File: src/rtl/data_mem_access_unit_if.sv
// data_mem_access_unit_if: CPU request/response channel and data-memory port of the access unit.
interface data_mem_access_unit_if #(parameter int ADDR_W = 11, parameter int DATA_W = 32);
  logic              req_valid;
  logic              req_ready;
  logic              req_write;
  logic [1:0]        req_size;
  logic              req_signed;
  logic [ADDR_W-1:0] req_addr;
  logic [DATA_W-1:0] req_wdata;
  logic              resp_valid;
  logic [DATA_W-1:0] resp_rdata;
  logic              resp_err;
  logic [ADDR_W-1:0] mem_address;
  logic [DATA_W-1:0] mem_write_data;
  logic              mem_MemRead;
  logic [DATA_W-1:0] mem_read_data;
  modport slave (
    input  req_valid, req_write, req_size, req_signed, req_addr, req_wdata, mem_read_data,
    output req_ready, resp_valid, resp_rdata, resp_err, mem_address, mem_write_data, mem_MemRead
  );
  modport master (
    output req_valid, req_write, req_size, req_signed, req_addr, req_wdata, mem_read_data,
    input  req_ready, resp_valid, resp_rdata, resp_err, mem_address, mem_write_data, mem_MemRead
  );
endinterface

File: src/rtl/data_mem_access_unit.sv
// data_mem_access_unit: byte/half/word loads and stores onto a big-endian word memory with registered read.
// Define MISALIGN_TRAP_EN to reject misaligned half/word requests with resp_err instead of masking the offset.
module data_mem_access_unit #(
  parameter int ADDR_W = 11,
  parameter int DATA_W = 32
) (
  input logic                  clock,
  input logic                  reset_n,
  data_mem_access_unit_if.slave bus
);
  typedef enum logic [1:0] {IDLE, READ, CAPTURE, WRITE} state_t;
  state_t              state_q, state_d;
  logic [ADDR_W-3:0]   addr_q, addr_d;
  logic [1:0]          off_q, off_d;
  logic [1:0]          size_q, size_d;
  logic                sgn_q, sgn_d;
  logic                write_q, write_d;
  logic [DATA_W-1:0]   wbuf_q, wbuf_d;
  logic [DATA_W-1:0]   rdata_q, rdata_d;
  logic                valid_q, valid_d;
  logic                err_q, err_d;
  logic                misal;
  logic [1:0]          req_off;
  logic [4:0]          sh;
  logic [7:0]          byte_l;
  logic [15:0]         half_l;
  logic [DATA_W-1:0]   ext, mask, lane, merged;
`ifdef MISALIGN_TRAP_EN
  assign misal = bus.req_size[1] ? |bus.req_addr[1:0] : bus.req_size[0] & bus.req_addr[0];
`else
  assign misal = 1'b0;
`endif
  // offset forced to natural alignment; only matters when misaligned requests are not trapped
  assign req_off = bus.req_size[1] ? 2'b00 : {bus.req_addr[1], bus.req_addr[0] & ~bus.req_size[0]};
  // big-endian: byte at offset k sits 8*(3-k) bits above bit 0, and 3-k == ~k for two bits
  assign sh     = {~off_q, 3'b000};
  assign byte_l = 8'(bus.mem_read_data >> sh);
  assign half_l = off_q[1] ? bus.mem_read_data[15:0] : bus.mem_read_data[31:16];
  assign ext    = size_q[1] ? bus.mem_read_data
                : size_q[0] ? {{16{sgn_q & half_l[15]}}, half_l}
                :             {{24{sgn_q & byte_l[7]}}, byte_l};
  assign mask   = size_q[0] ? (off_q[1] ? 32'h0000_FFFF : 32'hFFFF_0000) : 32'h0000_00FF << sh;
  assign lane   = size_q[0] ? {2{wbuf_q[15:0]}} : {4{wbuf_q[7:0]}};
  assign merged = (bus.mem_read_data & ~mask) | (lane & mask);
  always_comb begin
    state_d = state_q;
    addr_d  = addr_q;
    off_d   = off_q;
    size_d  = size_q;
    sgn_d   = sgn_q;
    write_d = write_q;
    wbuf_d  = wbuf_q;
    rdata_d = rdata_q;
    valid_d = 1'b0;
    err_d   = 1'b0;
    case (state_q)
      IDLE: if (bus.req_valid) begin
        addr_d  = bus.req_addr[ADDR_W-1:2];
        off_d   = req_off;
        size_d  = bus.req_size;
        sgn_d   = bus.req_signed;
        write_d = bus.req_write;
        wbuf_d  = bus.req_wdata;
        valid_d = misal;
        err_d   = misal;
        state_d = misal ? IDLE : (bus.req_write && bus.req_size[1]) ? WRITE : READ;
      end
      READ:    state_d = CAPTURE;
      CAPTURE: begin
        state_d = write_q ? WRITE : IDLE;
        wbuf_d  = write_q ? merged : wbuf_q;
        rdata_d = write_q ? rdata_q : ext;
        valid_d = ~write_q;
      end
      WRITE: begin
        state_d = IDLE;
        valid_d = 1'b1;
      end
      default: state_d = IDLE;
    endcase
  end
  always_ff @(posedge clock or negedge reset_n) begin
    if (!reset_n) begin
      state_q <= IDLE;
      addr_q  <= '0;
      off_q   <= '0;
      size_q  <= '0;
      sgn_q   <= 1'b0;
      write_q <= 1'b0;
      wbuf_q  <= '0;
      rdata_q <= '0;
      valid_q <= 1'b0;
      err_q   <= 1'b0;
    end else begin
      state_q <= state_d;
      addr_q  <= addr_d;
      off_q   <= off_d;
      size_q  <= size_d;
      sgn_q   <= sgn_d;
      write_q <= write_d;
      wbuf_q  <= wbuf_d;
      rdata_q <= rdata_d;
      valid_q <= valid_d;
      err_q   <= err_d;
    end
  end
  // MemRead derives from the async-reset state so a reset during WRITE cancels the write at once
  assign bus.mem_MemRead    = state_q != WRITE;
  assign bus.mem_address    = {addr_q, 2'b00};
  assign bus.mem_write_data = wbuf_q;
  assign bus.req_ready      = state_q == IDLE;
  assign bus.resp_valid     = valid_q;
  assign bus.resp_err       = err_q;
  assign bus.resp_rdata     = rdata_q;
endmodule

File: src/flat_wrapper.sv
// flat-port wrapper written by rule: the top's interface ports become plain ports
module data_mem_access_unit_flat 
#(
  parameter int ADDR_W = 11,
  parameter int DATA_W = 32
)
  (clock, reset_n, bus_req_valid, bus_req_write, bus_req_size, bus_req_signed, bus_req_addr, bus_req_wdata, bus_mem_read_data, bus_req_ready, bus_resp_valid, bus_resp_rdata, bus_resp_err, bus_mem_address, bus_mem_write_data, bus_mem_MemRead);
  data_mem_access_unit_if #(.ADDR_W(ADDR_W), .DATA_W(DATA_W)) bus_i ();
  input logic clock;
  input logic reset_n;
  input wire logic [$bits(bus_i.req_valid)-1:0] bus_req_valid;
  input wire logic [$bits(bus_i.req_write)-1:0] bus_req_write;
  input wire logic [$bits(bus_i.req_size)-1:0] bus_req_size;
  input wire logic [$bits(bus_i.req_signed)-1:0] bus_req_signed;
  input wire logic [$bits(bus_i.req_addr)-1:0] bus_req_addr;
  input wire logic [$bits(bus_i.req_wdata)-1:0] bus_req_wdata;
  input wire logic [$bits(bus_i.mem_read_data)-1:0] bus_mem_read_data;
  output wire logic [$bits(bus_i.req_ready)-1:0] bus_req_ready;
  output wire logic [$bits(bus_i.resp_valid)-1:0] bus_resp_valid;
  output wire logic [$bits(bus_i.resp_rdata)-1:0] bus_resp_rdata;
  output wire logic [$bits(bus_i.resp_err)-1:0] bus_resp_err;
  output wire logic [$bits(bus_i.mem_address)-1:0] bus_mem_address;
  output wire logic [$bits(bus_i.mem_write_data)-1:0] bus_mem_write_data;
  output wire logic [$bits(bus_i.mem_MemRead)-1:0] bus_mem_MemRead;
  assign bus_i.req_valid = bus_req_valid;
  assign bus_i.req_write = bus_req_write;
  assign bus_i.req_size = bus_req_size;
  assign bus_i.req_signed = bus_req_signed;
  assign bus_i.req_addr = bus_req_addr;
  assign bus_i.req_wdata = bus_req_wdata;
  assign bus_i.mem_read_data = bus_mem_read_data;
  assign bus_req_ready = bus_i.req_ready;
  assign bus_resp_valid = bus_i.resp_valid;
  assign bus_resp_rdata = bus_i.resp_rdata;
  assign bus_resp_err = bus_i.resp_err;
  assign bus_mem_address = bus_i.mem_address;
  assign bus_mem_write_data = bus_i.mem_write_data;
  assign bus_mem_MemRead = bus_i.mem_MemRead;
  data_mem_access_unit #(.ADDR_W(ADDR_W), .DATA_W(DATA_W)) u_core (.clock(clock), .reset_n(reset_n), .bus(bus_i));
endmodule
File: config.mk
export PLATFORM = sky130hd
export DESIGN_NAME = data_mem_access_unit_flat
export DESIGN_NICKNAME = d
export VERILOG_FILES = /design/src/rtl/data_mem_access_unit_if.sv /design/src/rtl/data_mem_access_unit.sv /design/src/flat_wrapper.sv
export SDC_FILE = /design/constraint.sdc
export NUM_CORES = 1
export LEC_CHECK = 0
export ABC_AREA = 1
export BUFFER_PORTS_ARGS = -buffer_cell sky130_fd_sc_hd__buf_2
export CORE_MARGIN = 1.5
export CORE_UTILIZATION = 45
export CTS_CLUSTER_SIZE = 8
export DETAILED_ROUTE_END_ITERATION = 10
export GPL_TIMING_DRIVEN = 0
export PLACE_DENSITY = 0.76
export SLEW_MARGIN = 25
export SYNTH_ARGS = -nofsm -noshare
export SYNTH_HDL_FRONTEND = slang
export SYNTH_SLANG_ARGS = --single-unit
File: constraint.sdc
create_clock -name clock -period 1.3 [get_ports clock]
set_input_delay 0.065 -clock clock [delete_from_list [all_inputs] [get_ports clock]]
set_output_delay 0.065 -clock clock [all_outputs]
set_load 0.005 [all_outputs]
Word-level counts from Yosys, hierarchy flattened
Cells that the tools add are included.
{"block": "word_totals", "regBits": 82, "elab_cells": 48}
{"block": "op_classes", "n_eq_ne": 6, "shift": 2, "muxes": 15, "bitwise": 10, "reduce_logical": 6}
{"cell": "32-bit 2-to-1 mux", "n": 7}
{"cell": "32-bit bitwise AND", "n": 2}
{"cell": "32-bit case mux with 2 select lines", "n": 1}
{"cell": "32-bit NOT", "n": 1}
{"cell": "32-bit bitwise OR", "n": 1}
{"cell": "8-bit by 5-bit << shifter with 32-bit output (first input constant)", "n": 1}
{"cell": "32-bit by 5-bit right shift with 8-bit output", "n": 1}
{"cell": "16-bit 2-to-1 mux", "n": 1}
{"cell": "2-bit 2-to-1 mux", "n": 4}
{"cell": "2-bit case mux with 4 select lines", "n": 1}
{"cell": "2-bit == test (second input constant)", "n": 2}
{"cell": "2-bit != test (second input constant)", "n": 2}
{"cell": "2-bit AND reduction", "n": 2}
{"cell": "1-bit bitwise AND", "n": 3}
{"cell": "3-bit AND reduction", "n": 1}
{"cell": "2-bit by 1-bit == test with 1-bit output (second input constant)", "n": 1}
{"cell": "2-bit logical NOT", "n": 1}
{"cell": "2-bit by 1-bit != test with 1-bit output (second input constant)", "n": 1}
{"cell": "1-bit NOT", "n": 2}
{"cell": "2-bit NOT", "n": 1}
{"cell": "1-bit case mux with 2 select lines", "n": 1}
{"cell": "2-bit nonzero test", "n": 1}
{"cell": "1-bit logical AND", "n": 1}

Longest topological paths before layout
Gate-level depths: netlist of run 1.
{"block": "depth", "ltp_word": 8, "depth_mapped": 13, "depth_no_buf": 11}

Worst setup path after synthesis of run 1
Ideal clock, no wire load.
{"block": "synth_path", "kind": "register -> register", "startpoint": "reg u_core.size_q[0]", "endpoint": "reg u_core.rdata_q[3] (netlist: u_core.bus.resp_rdata[3])", "setup_time_ps": 126, "arrival_ps": 1191, "required_ps": 1174, "slack_ps": -17, "stages_incl_launch_ff": 6, "path_buffers": 1, "period_less_slack_ps": 1317, "path_cell_list": "dfrtp_1 buf_4 o21ai_4 nand2_1 a21oi_1 a2bb2oi_1"}
{"block": "synth_via", "elab_chain_cells": 2}
{"element": "start, declared", "line_no": "data_mem_access_unit.sv:15", "rtl": "logic [1:0] size_q, size_d;"}
{"element": "start signal, assigned", "line_no": "data_mem_access_unit.sv:98", "rtl": "size_q <= size_d;"}
{"element": "32-bit 2-to-1 mux", "line_no": "data_mem_access_unit.sv:40", "rtl": ": size_q[0] ? {{16{sgn_q & half_l[15]}}, half_l}"}
{"element": "32-bit 2-to-1 mux", "line_no": "data_mem_access_unit.sv:39", "rtl": "assign ext = size_q[1] ? bus.mem_read_data"}
{"element": "end signal, assigned", "line_no": "data_mem_access_unit.sv:102", "rtl": "rdata_q <= rdata_d;"}
{"element": "end, declared", "line_no": "data_mem_access_unit.sv:19", "rtl": "logic [DATA_W-1:0] rdata_q, rdata_d;"}
No other way between the ends.
A chain may end at the register's enable or synchronous reset.

Final worst setup path of run 1
{"block": "layout_path", "startpoint": "reg u_core.off_q[0]", "endpoint": "reg u_core.rdata_q[14] (netlist: u_core.bus.resp_rdata[14])"}
{"block": "layout_via", "elab_chain_cells": 5}
{"element": "start, declared", "line_no": "data_mem_access_unit.sv:14", "rtl": "logic [1:0] off_q, off_d;"}
{"element": "start signal, assigned", "line_no": "data_mem_access_unit.sv:86", "rtl": "off_q <= '0;"}
{"element": "start signal, assigned", "line_no": "data_mem_access_unit.sv:97", "rtl": "off_q <= off_d;"}
{"element": "2-bit NOT", "line_no": "data_mem_access_unit.sv:36", "rtl": "assign sh = {~off_q, 3'b000};"}
{"element": "32-bit by 5-bit right shift with 8-bit output", "line_no": "data_mem_access_unit.sv:37", "rtl": "assign byte_l = 8'(bus.mem_read_data >> sh);"}
{"element": "1-bit bitwise AND", "line_no": "data_mem_access_unit.sv:41", "rtl": ": {{24{sgn_q & byte_l[7]}}, byte_l};"}
{"element": "32-bit 2-to-1 mux", "line_no": "data_mem_access_unit.sv:40"}
{"element": "32-bit 2-to-1 mux", "line_no": "data_mem_access_unit.sv:39"}
No other way between the ends.

==> run metrics, run 1 <==
sequential-to-total area share from yosys stat 46.00%; Die W 102.6 um; RSZ-0062 raised after global routing true; WP data required 1.59 ns; most common cell after layout, fill and taps aside buf_2; largest net degree at the start of global routing 45; Tmin final 1.512 ns; measured slew at the worst slew-check pin 0.5257 ns; IO Count 161; Placed Area 5448 um^2; final hold vios 0; TritonCTS clock tree done; Area Overhead vs Synth 59.27%; Avg WL per Cell 17.51 um; period utilization 116.3%; Worst IR Drop VDD 0.001083 V; Chip Height 102.6 um; clk slew on worst S/H paths 0.09 ns; CTS Buf Count 9; top sig layer met4; register bit total from synthesis 82; failing checks setup timing; Final GP Congestion 0.9350; max_slew headroom 64.96%; post-synthesis mux area share 0%; Hold Crit Class in2reg; Vias/cell 5.465; Synth Cell Area 4461 um^2; compound-cell area share of the yosys netlist 21.43%; main combinational cell family by area after synthesis simple AND/OR/NAND/NOR gates; vias in the first global route 5,139; maxcap violations 0; Synth Area per Inst 7.895 um^2; crit path max fanout 8; xor/xnor share of the synthesized area 0%; Detailed Route WL 16,850 um; met2 WL 8072 um; post-route clock skew 0.01550 ns; # clock sinks 82; worst setup margin -0.2120 ns; power density over the cells 2595 nW/um^2; Mapped Cells 565; Nets 906; status complete, but fails checks; grt ovf 0; clock tree buffer depth 2; Layout Cell Area excl Fill 7104 um^2; DR WL met3 1437 um; fillers 648; Die ar. 10,520 um^2; Synth warnings 0; M1 WL 6381 um; vias post-DR 5,257; initial antenna violation count 0; setup TNS -9.837 ns; DRC violations left 0; adder-cell share of the synthesized area 0%; Slew Limit Fails 0; global-route wire length before repair 24,360 um; Initial Utilization 46.06%; Clk Latency, worst-skew pair 0.38 ns; CP endpoint kind flop; antenna-violating nets left 0; HPWL after detailed placement 10,740 um; layout cell share with drive strength beyond 1 45.84%; clk root buf clkbuf_8; core area 9684 um^2; global-route usage over all layers 30.31%; placement row count 36; Port Buffers 157; f_max 661.4 MHz; TritonRoute pass-1 iters 6; initial drt markers 451; # H-tree levels 3; most frequent cells in the layout buf_2, nand2_1, dfrtp_1; Seq. cell area 2057 um^2; Leakage 3.447 nW; Startpoint Class flop; Setup CP Type reg2reg; final setup vio count 65; Post-Synth Simple-Gate Area 24.26%; multi-input logic area 2479 um^2; n_diodes 0; Worst EP arrival 1.80 ns; Yosys cell types 32
## path summary, 6_finish.rpt
kind                       slack (ns)                                        end                             startpoint  cells after the start
min in group asynchronous        0.20  u_core.bus.mem_write_data[30]$_DFFE_PN0P_                                reset_n                      2
setup reg to reg                -0.21      u_core.bus.resp_rdata[14]$_DFFE_PN0P_            u_core.off_q[0]$_DFFE_PN0P_                     11
hold / removal                   0.02      u_core.bus.resp_rdata[16]$_DFFE_PN0P_                  bus_mem_read_data[16]                      5
max in group asynchronous        0.47              u_core.state_q[0]$_DFFE_PN0P_                                reset_n                      3
setup / recovery                -0.21      u_core.bus.resp_rdata[14]$_DFFE_PN0P_            u_core.off_q[0]$_DFFE_PN0P_                     11
hold reg to reg                  0.48      u_core.bus.resp_rdata[18]$_DFFE_PN0P_  u_core.bus.resp_rdata[18]$_DFFE_PN0P_                      2
## logic make-up (layout without fill, tap and decap cells)
kind of cell / count (synthesis) / count (layout)
other: 1 / 3
AOI/OAI and AO/OA: 153 / 153
DFF: 82 / 82
buffers and inverters: 73 / 335
and+or+nand+nor: 256 / 256
## power by group
group          total (mW)  internal [mW]  switching, mW
combinational        11.9           5.34           6.53
sequential           4.83           3.86          0.966
clock                1.75          0.707           1.04
## synth_stat cells, drive strengths merged
| master | count | area, um^2 |
|---|---|---|
| a31oi | 24 | 150.1 |
| conb | 1 | 3.750 |
| nand2 | 169 | 671.9 |
| dfrtp | 82 | 2052 |
| o21ai | 32 | 197.7 |
| a21oi | 65 | 340.3 |
| a2bb2oi | 7 | 61.31 |
| clkbuf | 6 | 22.52 |
| nor2 | 44 | 175.2 |
| nand3 | 27 | 135.1 |
| a21boi | 9 | 86.33 |
| o211ai | 16 | 120.1 |
| inv | 36 | 140.1 |
| or2 | 16 | 100.1 |
| buf | 30 | 200.2 |
| clkinv | 1 | 3.750 |
## metrics by stage
stage | power [mW] | std cells | util (%) | setup WS [ns] | hold WS (ns)
2_1_floorplan | 10.07 | 567 | - | 0.003133 | -0.2306
3_3_place_gp | 12.71 | 857 | 56.02 | -0.4231 | 0.2577
3_5_place_dp | 13.02 | 858 | 56.25 | -0.2068 | 0.07383
4_1_cts | 16.79 | 949 | 69.43 | -0.1333 | 0.003137
5_1_grt | 19.64 | 962 | 73.36 | -0.3030 | 0.02432
6_report | 18.43 | 962 | 73.36 | -0.2120 | 0.01596
## registers in the layout (all words and copies together), names as in the netlist, named ones only
| name | flops |
|---|---|
| u_core.addr_q | 9 |
| u_core.bus.mem_write_data | 24 |
| u_core.bus.resp_rdata | 32 |
| u_core.bus.resp_valid | 1 |
| u_core.off_q | 2 |
| u_core.sgn_q | 1 |
| u_core.size_q | 2 |
| u_core.state_q | 2 |
| u_core.write_q | 1 |
## worst max-delay path, stage by stage (launching register included)
cell	delay (ns)
dfrtp_1	0.38
buf_6	0.15
inv_6	0.07
nand2_2	0.04
nand2_1	0.06
nand2_1	0.07
nand2_2	0.10
buf_6	0.10
nand3_4	0.10
nand2_2	0.10
nand2_2	0.06
a21oi_2	0.19
## per-layer routing
metal	global-route usage, %	vias to the layer above
li1	-	2387
met1	34.89	2439
met2	51.35	340
met3	6.508	91
met4	19.39	0
met5	0	-
## final cells by class
| type | count | area share [%] |
|---|---|---|
| Multi-Input combinational cell | 412 | 34.89 |
| Sequential cell | 82 | 28.95 |
| Timing Repair Buffer | 247 | 24.06 |
| Buffer | 35 | 4.914 |
| Inverter | 37 | 2.378 |
| Tap cell | 133 | 2.342 |
| Clock buffer | 9 | 1.744 |
| Clock inverter | 7 | 0.7221 |
## repair_timing
item / CTS / global route
setup buffers: 16 / 10
cloned: 6 / 2
hold endpoints to repair: 84 / 2
endpoints found under the setup margin: 74 / 76
resized for setup: 131 / 81
pin swaps: 32 / 30
hold buffers: 53 / 2
(Power assumes the default switching activity.)
==> run 2, diff against run 1 <==
ABC_AREA = default   (was 1)
PLACE_DENSITY = 0.77   (was 0.76)
==> run metrics, run 2 <==
Hold Path Origin bus_req_valid; Synth Cell Area 4263 um^2 (-4.4%); placed insts 710 (-17%); grt ovf 0 (unchanged); Min Hold Slack 0.01386 ns (-0.002100 ns); synth top area cells dfrtp_1, nand3_1, o21ai_0; Nets 752 (-17%); reg2reg start u_core.state_q[0]$_DFFE_PN0P_; Top FF cell, synth dfrtp_1; HPWL after detailed placement 10,850 um (+1.0%); Worst EP arrival 1.93 ns (+0.13 ns); Die ar. 10,070 um^2 (-4.3%); Hold Path End u_core.state_q[1]$_DFFE_PN0P_; f_max 612.9 MHz (-7.3%); Area Overhead vs Synth 63.31%; vias in the first global route 4,492 (-13%); CTS Buf Count 9 (unchanged); Worst Hold Depth 3 (-2); Clk Latency, worst-skew pair 0.36 ns (-0.02 ns); slowest CP cell or3b_4; n_diodes 0 (unchanged); initial antenna violation count 0 (unchanged); register bit total from synthesis 82 (unchanged); sequential-to-total area share from yosys stat 48.14% (+2.1 points); post-route insts no fill 785 (-18%); WP data required 1.59 ns (about the same); placement row count 35 (-2.8%); clk root buf clkbuf_8; Vias/cell 6.029 (+10%); Startpoint Class flop; Hold Crit Class in2reg; Final GP Congestion 0.9408 (+0.62%); vias post-DR 4,733 (-10%); Leakage 3.253 nW (-5.6%); R2R cell count 5 (-6); crit path max fanout 10 (+2); fillers 611 (-5.7%); R2R setup slack -0.33 ns (-0.12 ns); most frequent cells in the layout buf_2, dfrtp_1, nand3_1; largest net degree at the start of global routing 49 (+8.9%); Worst IR Drop VDD 0.001343 V (+24%); clock tree buffer depth 2 (unchanged); Detailed Route WL 16,500 um (-2.1%); TritonRoute pass-1 iters 5 (-1); global-route wire length before repair 23,650 um (-2.9%); Synth warnings 0 (unchanged); worst setup margin -0.3315 ns (-0.1195 ns); Yosys cell types 45 (+41%); core area 9196 um^2 (-5.0%); Die W 100.3 um (-2.2%); Synth Area per Inst 9.710 um^2 (+23%); top-area cell type share of the netlist area 48.14% (+2.1 points); crit path cell chain or3b_4, nor2_8, o2111ai_4, buf_6, nand3_2; Post-synth ARST share 100.0% (unchanged); RSZ-0062 raised after global routing true; global-route usage over all layers 30.95% (+0.64 points); failing checks setup timing; most common cell after layout, fill and taps aside buf_2; cell taking the most area after synthesis dfrtp_1; dpl ws -0.5009 ns (-0.2940 ns); power density over the cells 2713 nW/um^2 (+4.6%); total power 18.89 mW (+2.5%); Port Buffers 157 (unchanged); final hold vios 0 (unchanged); Crit Reg-Reg Endpoint u_core.bus.resp_rdata[21]$_DFFE_PN0P_; Placed Area 5517 um^2 (+1.3%); Chip Height 100.3 um (-2.2%); CP endpoint kind flop; Core Util, Final 75.70% (+2.3 points); final setup vio count 81 (+25%); Tmin final 1.632 ns (+0.1195 ns); initial drt markers 288 (-36%); Avg WL per Cell 21.02 um (+20%); # H-tree levels 3 (unchanged); Critical path origin u_core.state_q[0]$_DFFE_PN0P_; TritonCTS clock tree done; crit-path max cell delay 0.48 ns (+0.10 ns); DRC violations left 0 (unchanged); antenna-violating nets left 0 (unchanged); Setup CP Type reg2reg; Layout Cell Area excl Fill 6962 um^2 (-2.0%); Slew Limit Fails 0 (unchanged); Initial Utilization 46.35% (+0.29 points); Mapped Cells 439 (-22%); Synth top cells by count dfrtp_1, nand3_1, o21ai_0; maxcap violations 0 (unchanged); max reg flops 32 (unchanged); status complete, but fails checks; # clock sinks 82 (unchanged); post-route clock skew 0.01289 ns (-0.002615 ns); setup TNS -18.72 ns (-8.887 ns); Post-synth EDFFs 0 (unchanged); most common cell in the synthesized netlist dfrtp_1; layout cell share with drive strength beyond 1 55.34% (+9.5 points); clk slew on worst S/H paths 0.09 ns (about the same); period utilization 125.5% (+9.2 points); IO Count 161 (unchanged)
[run 2: how the worst max path moves through the flow]
stage                                                  to  depth (start not counted)
floorplan           u_core.bus.resp_rdata[10]$_DFFE_PN0P_                          6
global placement            u_core.state_q[0]$_DFFE_PN0P_                          1
detailed placement   u_core.bus.resp_rdata[7]$_DFFE_PN0P_                          4
CTS                 u_core.bus.resp_rdata[23]$_DFFE_PN0P_                          6
global route        u_core.bus.resp_rdata[21]$_DFFE_PN0P_                          5
finish              u_core.bus.resp_rdata[21]$_DFFE_PN0P_                          5
[run 2: cell families after synthesis]
family / after synthesis / synth area share, %
AOI/OAI and AO/OA: 123 / 20.19
DFF: 82 / 48.14
other: 1 / 0.08797
and+or+nand+nor: 158 / 18.99
muxes: 30 / 7.455
buffers and inverters: 45 / 5.136
[run 2: repair_timing]
item,CTS,global route
pin swaps,26,20
hold endpoints to repair,60,0
cloned,2,4
endpoints found under the setup margin,81,81
resized for setup,79,83
setup buffers,20,16
hold buffers,27,0
[run 2: power by group]
part | leakage, nW | internal, mW | switching [mW]
sequential | 0.971 | 3.83 | 1.16
combinational | 2.17 | 5.94 | 5.73
clock | 0.116 | 1.27 | 0.968
total | 3.25 | 11.0 | 7.85
[run 2: metal layers]
metal	part of all wire, %	routed length [um]	track usage (%)
met1	39	6391	40.12
met2	49	8125	50.76
met3	8.4	1393	6.685
met5	0	0	0
met4	3.6	587	12.24
[run 2: final cells by class]
type / count / area [um^2] / share of cell area [%]
Timing Repair Buffer: 226 / 1550 / 22.27
Tap cell: 111 / 138.9 / 1.995
Inverter: 5 / 31.28 / 0.4493
Sequential cell: 82 / 2056 / 29.53
Clock inverter: 5 / 103.9 / 1.492
Multi-Input combinational cell: 314 / 2643 / 37.96
Clock buffer: 10 / 127.6 / 1.833
Buffer: 32 / 311.5 / 4.475
[run 2: critical path, delay by kind of cell, from the launching register on]
family          cells  cell delay (ns)
compound gates      1             0.17
simple gates        3             0.72
buf+inv             1             0.21
flops               1             0.46
==> run 3, diff against run 2 <==
CORE_UTILIZATION = 30   (was 45)
PLACE_DENSITY = default   (was 0.77)
clock period = 1.9 ns   (was 1.3 ns; I/O delays follow)
==> run metrics, run 3 (synthesis results as in run 2) <==
Detailed Route WL 15,450 um (-6.4%); antenna-violating nets left 0 (unchanged); Min Hold Slack 0.01188 ns (-0.001985 ns); total power 10.40 mW (-45%); period utilization 96.21% (-29 points); GR peak layer met2; IO Count 161 (unchanged); clock tree buffer depth 2 (unchanged); Nets 708 (-5.9%); clk root buf clkbuf_16; Final GP Congestion 0.9219 (-2.0%); Die ar. 14,930 um^2 (+48%); n_diodes 0 (unchanged); Leakage 2.705 nW (-17%); Tmin final 1.828 ns (+0.1965 ns); max_slew headroom 63.69%; Port Buffers 157 (unchanged); placement row count 43 (+23%); Initial Utilization 30.71% (-16 points); core area 13,880 um^2 (+51%); vias post-DR 4,232 (-11%); WP data required 2.12 ns (+0.53 ns); grt ovf 0 (unchanged); Chip Height 122.2 um (+22%); post-route insts no fill 811 (+3.3%); setup TNS 0 ns (+18.72 ns); HPWL after detailed placement 12,000 um (+11%); Worst Hold Depth 3 (unchanged); grt met3 use 6.929% (+0.24 points); RSZ-0062 raised after global routing false; power density over the cells 1789 nW/um^2 (-34%); GR Layer Usage met1 27.70% (-12 points); most frequent cells in the layout buf_2, dfrtp_1, nand3_1; TritonRoute pass-1 iters 4 (-1); global-route usage over all layers 21.29% (-9.7 points); global-route wire length before repair 23,550 um (-0.41%); max reg flops 32 (unchanged); final hold vios 0 (unchanged); CTS Buf Count 9 (unchanged); placed insts 779 (+9.7%); fillers 1,409 (+130%); met2 GRT Util 34.01% (-17 points); Worst EP arrival 2.05 ns (+0.12 ns); Setup CP Type reg2reg; Clk Latency, worst-skew pair 0.34 ns (-0.02 ns); Vias/cell 5.218 (-13%); CP endpoint kind flop; DRC violations left 0 (unchanged); # clock sinks 82 (unchanged); TritonCTS clock tree done; vias in the first global route 4,257 (-5.2%); clk slew on worst S/H paths 0.06 ns (-0.03 ns); Slew Limit Fails 0 (unchanged); initial drt markers 276 (-4.2%); Hold Crit Class in2reg; R2R cell count 7 (+2); initial antenna violation count 0 (unchanged); Area Overhead vs Synth 36.37%; maxcap violations 0 (unchanged); Startpoint Class flop; largest net degree at the start of global routing 49 (unchanged); measured slew at the worst slew-check pin 0.5447 ns; final setup vio count 0 (-100%); layout cell share with drive strength beyond 1 38.03% (-17 points); f_max 547.0 MHz (-11%); most common cell after layout, fill and taps aside buf_2; status complete, no violations; Avg WL per Cell 19.04 um (-9.4%); post-route clock skew 0.004965 ns (-0.007924 ns); Die W 122.2 um (+22%); Worst IR Drop VDD 0.0007879 V (-41%); # H-tree levels 3 (unchanged); crit path max fanout 10 (unchanged)
## run 3: worst max-delay path: stages, from the launching register on
cell	delay (ns)
dfrtp_1	0.32
buf_2	0.17
buf_2	0.26
clkbuf_4	0.27
mux2i_1	0.24
nor3_1	0.08
o21ai_0	0.25
nand3_1	0.10
## run 3: area by class of cell
type	count	area, um^2	share of cell area (%)
repair buffers	174	970.9	16.70
clock inverters	6	80.08	1.378
clock buffers	10	239.0	4.111
inverters	5	18.77	0.3229
plain buffers	40	211.5	3.638
well taps	180	225.2	3.874
flip-flops and latches	82	2052	35.30
multi-input cells	314	2016	34.67
## run 3: layer usage
layer,vias up,wire length (um)
met4,0,252
met2,170,7202
met1,2057,6597
li1,1987,-
met5,-,0
met3,18,1391
## run 3: worst paths after layout
path	start	end	slack, ns
worst max register to register	u_core.off_q[1]$_DFFE_PN0P_	u_core.bus.resp_rdata[5]$_DFFE_PN0P_	0.07
max in group asynchronous	reset_n	u_core.bus.resp_rdata[27]$_DFFE_PN0P_	1.04
worst min register to register	u_core.bus.resp_rdata[3]$_DFFE_PN0P_	u_core.bus.resp_rdata[3]$_DFFE_PN0P_	0.48
worst min-delay path	bus_req_wdata[20]	u_core.bus.mem_write_data[20]$_DFFE_PN0P_	0.01
worst max-delay path	u_core.off_q[1]$_DFFE_PN0P_	u_core.bus.resp_rdata[5]$_DFFE_PN0P_	0.07
min in group asynchronous	reset_n	u_core.addr_q[6]$_DFFE_PN0P_	0.26
## run 3: report_power, final
part / total, mW / switching, mW / internal (mW)
combinational: 5.23 / 2.94 / 2.29
sequential: 3.29 / 0.666 / 2.62
clock: 1.88 / 0.707 / 1.18
total: 10.4 / 4.31 / 6.09
## run 3: metrics by stage
stage | utilization (%) | instance area, um^2 | worst slack, ns
6_report | 41.88 | 5813 | 0.07198
5_1_grt | 41.88 | 5813 | 0.002093
4_1_cts | 41.50 | 5761 | 0.01596
3_5_place_dp | 38.26 | 5311 | 0.04328
3_3_place_gp | 38.05 | 5281 | 0.04760
2_1_floorplan | - | 4270 | 0.2876
## run 3: timing repair
| action | in CTS | in global routing |
|---|---|---|
| endpoints found under the hold margin | 47 | 1 |
| buffers inserted | 0 | 2 |
| gates resized for setup | 0 | 11 |
| hold buffers | 13 | 1 |
| endpoints found under the setup margin | 0 | 46 |
